<file path="config.mk">
export PLATFORM = sky130hd
export DESIGN_NAME = instruction_encoder
export DESIGN_NICKNAME = d
export VERILOG_FILES = /design/src/rtl/instruction_encoder.sv
export SDC_FILE = /design/constraint.sdc
export NUM_CORES = 1
export LEC_CHECK = 0
export CAP_MARGIN = 25
export CORE_UTILIZATION = 25
export CTS_BUF_LIST = sky130_fd_sc_hd__clkbuf_2 sky130_fd_sc_hd__clkbuf_4 sky130_fd_sc_hd__clkbuf_8
export CTS_CLUSTER_SIZE = 12
export DETAILED_ROUTE_END_ITERATION = 16
export GPL_TIMING_DRIVEN = 0
export MAX_ROUTING_LAYER = met4
export PLACE_DENSITY_LB_ADDON = 0.25
export SLEW_MARGIN = 20
export SYNTH_ARGS = -nofsm -noshare
export SYNTH_HDL_FRONTEND = slang
export SYNTH_SLANG_ARGS = --single-unit
</file>
<file path="constraint.sdc">
create_clock -name clk -period 7.9 [get_ports clk]
set_clock_uncertainty 0.2 [all_clocks]
set_input_delay 1.58 -clock clk [delete_from_list [all_inputs] [get_ports clk]]
set_output_delay 1.58 -clock clk [all_outputs]
set_load 0.01 [all_outputs]
</file>
<file path="src/rtl/instruction_encoder.sv">
// MIPS32 instruction encoder: packs encode requests into instruction words,
// expands LI32 into LUI+ORI, and queues words in a FIFO for the fetch path.
`default_nettype none

module instruction_encoder #(
  parameter int DEPTH = 4
) (
  input  logic                     clk,
  input  logic                     reset_n,
  input  logic                     flush,
  input  logic                     req_valid,
  output logic                     req_ready,
  input  logic [3:0]               req_op,
  input  logic [4:0]               req_rs,
  input  logic [4:0]               req_rt,
  input  logic [4:0]               req_rd,
  input  logic [31:0]              req_imm,
  output logic                     req_err,
  output logic                     inst_valid,
  input  logic                     inst_ready,
  output logic [31:0]              inst,
  output logic                     inst_last,
  output logic [$clog2(DEPTH):0]   count
);

  localparam int AW = $clog2(DEPTH);
  localparam int CW = AW + 1;
  localparam logic [3:0] OP_LI32 = 4'd10;

  typedef enum logic {IDLE, SECOND} state_t;

  state_t          state, state_d;
  logic [32:0]     mem [DEPTH];
  logic [AW-1:0]   wr_ptr, rd_ptr;
  logic [31:0]     pend_ori;
  logic [31:0]     push_word;
  logic            push_last, push, pop, pend_load;
  logic            full, accept, reserved, two_word;

  function automatic logic [31:0] encode_word0(input logic [3:0]  op,
                                               input logic [4:0]  rs,
                                               input logic [4:0]  rt,
                                               input logic [4:0]  rd,
                                               input logic [31:0] imm);
    logic [31:0] w;
    w = '0;
    case (op)
      4'd1:  w = {6'b000000, rs, rt, rd, 5'b00000, 6'b100001};
      4'd2:  w = {6'b000000, rs, rt, rd, 5'b00000, 6'b100011};
      4'd3:  w = {6'b001001, rs, rt, imm[15:0]};
      4'd4:  w = {6'b001101, rs, rt, imm[15:0]};
      4'd5:  w = {6'b001111, 5'b00000, rt, imm[15:0]};
      4'd6:  w = {6'b000100, rs, rt, imm[15:0]};
      4'd7:  w = {6'b000101, rs, rt, imm[15:0]};
      4'd8:  w = {6'b000010, imm[27:2]};
      4'd9:  w = {6'b000011, imm[27:2]};
      // Short LI32 collapses to ORI from $0; long form starts with LUI.
      4'd10: w = (imm[31:16] == 16'h0) ? {6'b001101, 5'b00000, rt, imm[15:0]}
                                       : {6'b001111, 5'b00000, rt, imm[31:16]};
      default: w = '0;
    endcase
    encode_word0 = w;
  endfunction

  assign full       = (count == CW'(DEPTH));
  assign inst_valid = (count != '0);
  assign inst       = inst_valid ? mem[rd_ptr][31:0] : '0;
  assign inst_last  = inst_valid ? mem[rd_ptr][32] : 1'b0;
  assign req_ready  = (state == IDLE) && !flush && !full;
  assign accept     = req_valid && req_ready;
  assign reserved   = (req_op > OP_LI32);
  assign two_word   = (req_op == OP_LI32) && (req_imm[31:16] != 16'h0);
  assign pop        = inst_ready && inst_valid && !flush;

  always_comb begin
    state_d   = state;
    push      = 1'b0;
    push_word = '0;
    push_last = 1'b0;
    pend_load = 1'b0;
    case (state)
      IDLE: begin
        if (accept && !reserved) begin
          push      = 1'b1;
          push_word = encode_word0(req_op, req_rs, req_rt, req_rd, req_imm);
          push_last = !two_word;
          if (two_word) begin
            pend_load = 1'b1;
            state_d   = SECOND;
          end
        end
      end
      SECOND: begin
        // Registered count gates the push, so a same-cycle pop does not help.
        if (!full) begin
          push      = 1'b1;
          push_word = pend_ori;
          push_last = 1'b1;
          state_d   = IDLE;
        end
      end
      default: state_d = IDLE;
    endcase
    if (flush) begin
      state_d = IDLE;
      push    = 1'b0;
    end
  end

  always_ff @(posedge clk or negedge reset_n) begin
    if (!reset_n) begin
      state   <= IDLE;
      count   <= '0;
      wr_ptr  <= '0;
      rd_ptr  <= '0;
      req_err <= 1'b0;
    end else if (flush) begin
      state   <= IDLE;
      count   <= '0;
      wr_ptr  <= '0;
      rd_ptr  <= '0;
      req_err <= 1'b0;
    end else begin
      state   <= state_d;
      count   <= count + CW'(push) - CW'(pop);
      req_err <= accept && reserved;
      if (push) wr_ptr <= wr_ptr + AW'(1);
      if (pop)  rd_ptr <= rd_ptr + AW'(1);
    end
  end

  // Storage holds data only; validity is tracked by count and the pointers.
  always_ff @(posedge clk) begin
    if (push)      mem[wr_ptr] <= {push_last, push_word};
    if (pend_load) pend_ori    <= {6'b001101, req_rt, req_rt, req_imm[15:0]};
  end

endmodule

`default_nettype wire

</file>
==> run summary, run 1 <==
The run finished with clean final reports. The via count of the first global-routing pass is 4,686. The critical-path cell with the highest stage delay is sky130_fd_sc_hd__clkdlybuf4s50_1. The worst endpoint required time is 6.12 ns. The starting density of the core is 25.4%. In the synthesized netlist, mux cells make up 9.89% of the area.

The region available for standard cell placement spans between 20,000 and 30,000 µm². The die footprint is around 29,000 µm². The buffer count from post-CTS setup fixing came out at 0. The critical path goes through clkdlybuf4s50_1 > clkbuf_1 > nor3_1 > clkdlybuf4s50_1.

IR analysis of the VDD net gives a maximum drop of 0.135 mV. The post-route cell area is 8920 µm². For this design the top-level I/O count stands at 95.

The worst hold path belongs to the class reg2reg. The estimated wirelength of the detail-placed design came out at 14,200 µm. The first global-routing pass estimated 29,000 µm of wire. The clock passes through at most 2 buffers. The synthesis-stage register bit count is 154. After clock tree synthesis, the clock-pin slew on the worst setup and hold paths is 0.08 ns. In this run the worst path has a maximum fanout of 10. The global routing usage summed across all routing layers came out at between 10% and 20%. Yosys instantiated no cell more often than sky130_fd_sc_hd__edfxtp_1. The capturing point of the worst reg2reg path is count[2]. The via density per instance is 4.68. Global routing used 22.4% of the available met2 tracks. The primary flip-flop cell chosen by synthesis mapping is sky130_fd_sc_hd__edfxtp_1. The largest net degree at the start of global routing is 22. The clock tree root driver cell is sky130_fd_sc_hd__clkbuf_8. Setup repair after global routing left no endpoint under its margin.

During placement, the flow inserted port buffers numbering 90. The count of yosys warnings during synthesis came out at 0. The worst setup path is captured at an output pin. The area fraction in and, or, nand and nor cells after synthesis is 8.83%. The average footprint of a synthesized cell is 15.2 µm². The synthesized-area fraction occupied by adder cells is about 1.3%. The number of max-cap violations is 0. In this run the worst setup path terminates at req_ready. The total chip power is approximately 2.1 mW. Dividing the detail-routed wire length by the instance count gives 19.9 µm. The number of resized instances in the post-cts repair step came out at 0.

The synthesized-area fraction occupied by ao, oa, aoi and oai cells came out at 10.9%. The launch instance of the worst register-to-register path is state. After technology mapping, the gate count stands at 463. Summed over all layers, the global routing overflow is 0. The startpoint class of the critical path is an input port.

The number of failing hold endpoints at the final stage came out at 0. At the end of the flow, the number of nets in the layout was 640. The power density relative to cell area came out at 239 nW/µm². The number of placed cells counting well taps is between 900 and 1,000. The cell area reported after detailed placement came out at ~8600 µm². Sorting the synthesized cells by area gives the leading types as sky130_fd_sc_hd__edfxtp_1, sky130_fd_sc_hd__mux4_2, sky130_fd_sc_hd__and2_1. The H-tree was split into 4 levels. Counting flops with a built-in enable in the synthesized netlist gives about 150. The met3 track demand over resource in global routing is 3.44%. The arrival time of data at the critical path endpoint is 3.11 ns. The number of buffers created by CTS came out at 17. The tree built by TritonCTS fans out to 154 sinks. The total of hold buffers inserted after clock tree synthesis came out at 0.

After synthesis, the largest family of logic cells by area is compound AO/OA/AOI/OAI gates. The biggest area contributor in the post-synthesis netlist is sky130_fd_sc_hd__edfxtp_1. The final worst-path cycle share is 61.9%.

The leakage power came out at 2.86 nW. The critical path is of the in2out type. The relative max-transition margin came out at 39.3%. The number of antenna violations at the first check in global routing is 0. The share of the yosys chip area belonging to registers is ~65%. The busiest layer in global routing is met2. The met1 capacity usage during global routing came out at 18.7%.

In this design, the stage delay of the slowest critical-path cell is a little under 0.6 ns. For this run, asynchronously set or reset flops after synthesis account for 5.84%. The final count of negative-setup-slack endpoints came out at 0. The count of fill cells added during filler insertion is 2,783. The number of nets with antenna violations after routing is 0. The number of diodes came out at 0.

Among the stages of the critical path, the cell type that occurs most often is sky130_fd_sc_hd__clkdlybuf4s50_1. The number of DRC violations after detailed-routing iteration 0 came out at 450. The chip height is about 170 µm. The slew of the pin with the lowest slew margin is 0.911 ns.

The overall via count from detail_route came out at between 4,000 and 5,000. On the final layout, the worst hold slack is 0.389 ns. After routing, the total negative slack on setup checks comes to 0 ns. Tracing the worst setup path back leads to its startpoint at flush. The fraction of final layout cells with drive strength greater than 1 came out at 16.4%. The total wire length came out at 19,300 µm.

The horizontal die dimension came out at ~170 µm. TritonCTS built the clock tree. The routability-driven placement congestion ratio is 0.854.

Measured in cells, the most critical reg-to-reg path has a length of 12. The pre-antenna-repair detailed-routing pass consisted of 5 iterations. The slack of the worst reg-to-reg path came out at 4.66 ns.

The minimum clock period after layout came out at 4.89 ns. The number of distinct library cells after synthesis came out at 56. The combined area of all synthesized cells came out at 7060 µm².

The portion of synthesized cell area occupied by the leading cell type came out at 61.7%. Derived from the worst setup path, the maximum achievable clock frequency is approximately 200 MHz. The post-route non-filler standard cell count is 968. The post-synthesis share of cell area spent on xor and xnor gates is 0.744%.

From synthesis to final layout, the design area changed by 26.4%. The max-slew violation count is 0. By count the netlist is led by sky130_fd_sc_hd__edfxtp_1, sky130_fd_sc_hd__and2_1, sky130_fd_sc_hd__mux4_2. The number of remaining DRC errors is 0. The floorplan has a little over 60 rows.

The clock latency on the worst-skew pair came out at 0.46 ns.
==> per-stage QoR <==
| stage | setup WS (ns) | util [%] |
|---|---|---|
| finish | 3.01 | 32.1 |
| global route | 2.90 | 32.1 |
| detailed placement | 3.01 | 30.8 |
| floorplan | 3.76 | - |
| CTS | 3.00 | 32.1 |
| global placement | 2.67 | 30.4 |
==> kinds of logic after synthesis <==
family / after synthesis
compound gates: 100
xor+xnor: 6
fa+ha+maj: 7
buf+inv: 52
flops: 154
mux: 31
other cells: 1
simple gates: 112
==> layout make-up <==
class / count / area, µm² / share of cell area (%)
tap: 378 / 473 / 5.30
clock buffer: 19 / 249 / 2.79
sequential: 154 / 4580 / 51.3
clock inverter: 13 / 120 / 1.35
buffer: 36 / 180 / 2.02
multi-input combinational: 258 / 2250 / 25.2
timing repair buffer: 94 / 1010 / 11.3
inverter: 16 / 60.1 / 0.673
==> how the worst min path moves through the flow <==
stage                 startpoint    endpoint  slack, ns  cells after the start
global route           wr_ptr[1]   wr_ptr[1]       0.43                      2
detailed placement  pend_ori[15]  mem[2][15]       0.38                      2
CTS                 pend_ori[15]  mem[3][15]       0.40                      2
floorplan           pend_ori[13]  mem[0][13]       0.33                      2
global placement       wr_ptr[1]   wr_ptr[1]       0.37                      2
finish              pend_ori[14]  mem[1][14]       0.39                      2
==> power breakdown <==
group | switching [mW] | leakage [nW] | internal, mW
Combinational | 0.309 | 1.22 | 0.341
Sequential | 0.0119 | 1.46 | 0.913
Clock | 0.298 | 0.187 | 0.258
==> metal layers <==
metal,wire length [µm],vias to the layer above
met5,0,-
met4,337,0
met3,1120,23
met2,9300,182
met1,8510,2261
li1,-,2067
==> worst max-delay path, delay by kind of cell <==
kind	cells	cell delay, ns
buf+inv	3	1.27
simple gates	1	0.26
==> registers in the layout, summed over array words and instances (netlist names) <==
register and count:
count 3, mem 124, pend_ori 21, rd_ptr 2, req_err 1, state 1, wr_ptr 2
==> cells in the final DEF (no fill, tap or decap), types with 6 or more instances in the layout <==
master,synthesis,final
sky130_fd_sc_hd__nor2_1,13,13
sky130_fd_sc_hd__dfrtp_1,9,9
sky130_fd_sc_hd__clkbuf_1,16,16
sky130_fd_sc_hd__nor3_1,7,7
sky130_fd_sc_hd__mux4_2,31,31
sky130_fd_sc_hd__buf_2,12,12
sky130_fd_sc_hd__a31oi_1,12,12
sky130_fd_sc_hd__and2_1,44,40
sky130_fd_sc_hd__a211oi_1,8,8
sky130_fd_sc_hd__ha_1,6,6
sky130_fd_sc_hd__o21ai_1,15,15
sky130_fd_sc_hd__nand2_1,24,24
sky130_fd_sc_hd__clkbuf_8,0,17
sky130_fd_sc_hd__edfxtp_1,145,145
sky130_fd_sc_hd__clkdlybuf4s50_1,0,90
sky130_fd_sc_hd__a21oi_1,9,9
sky130_fd_sc_hd__a22oi_1,10,10
sky130_fd_sc_hd__inv_1,15,15
sky130_fd_sc_hd__a32o_1,8,8
Note: power is estimated with default switching activity, not from simulation.
==> run 2: changes to the inputs <==
clock period = 4.4 ns   (was 7.9 ns; I/O delays follow)
==> results of run 2 <==
Same layout as run 1 (identical final DEF). Status: finished, final reports clean.
Among the figures that moved: setup slack after placement 3.01 ns -> 0.225 ns; clock-pin slew on the worst setup and hold paths 0.08 ns -> 0.09 ns; setup slack after layout 3.01 ns -> 0.461 ns; start point of the critical path flush -> rd_ptr[0]; end point of the critical path req_ready -> inst[27]; register-to-register setup slack 4.66 ns -> 1.16 ns; total power 2.13 mW -> 3.83 mW; worst IR drop on VDD 0.135 mV -> 0.242 mV
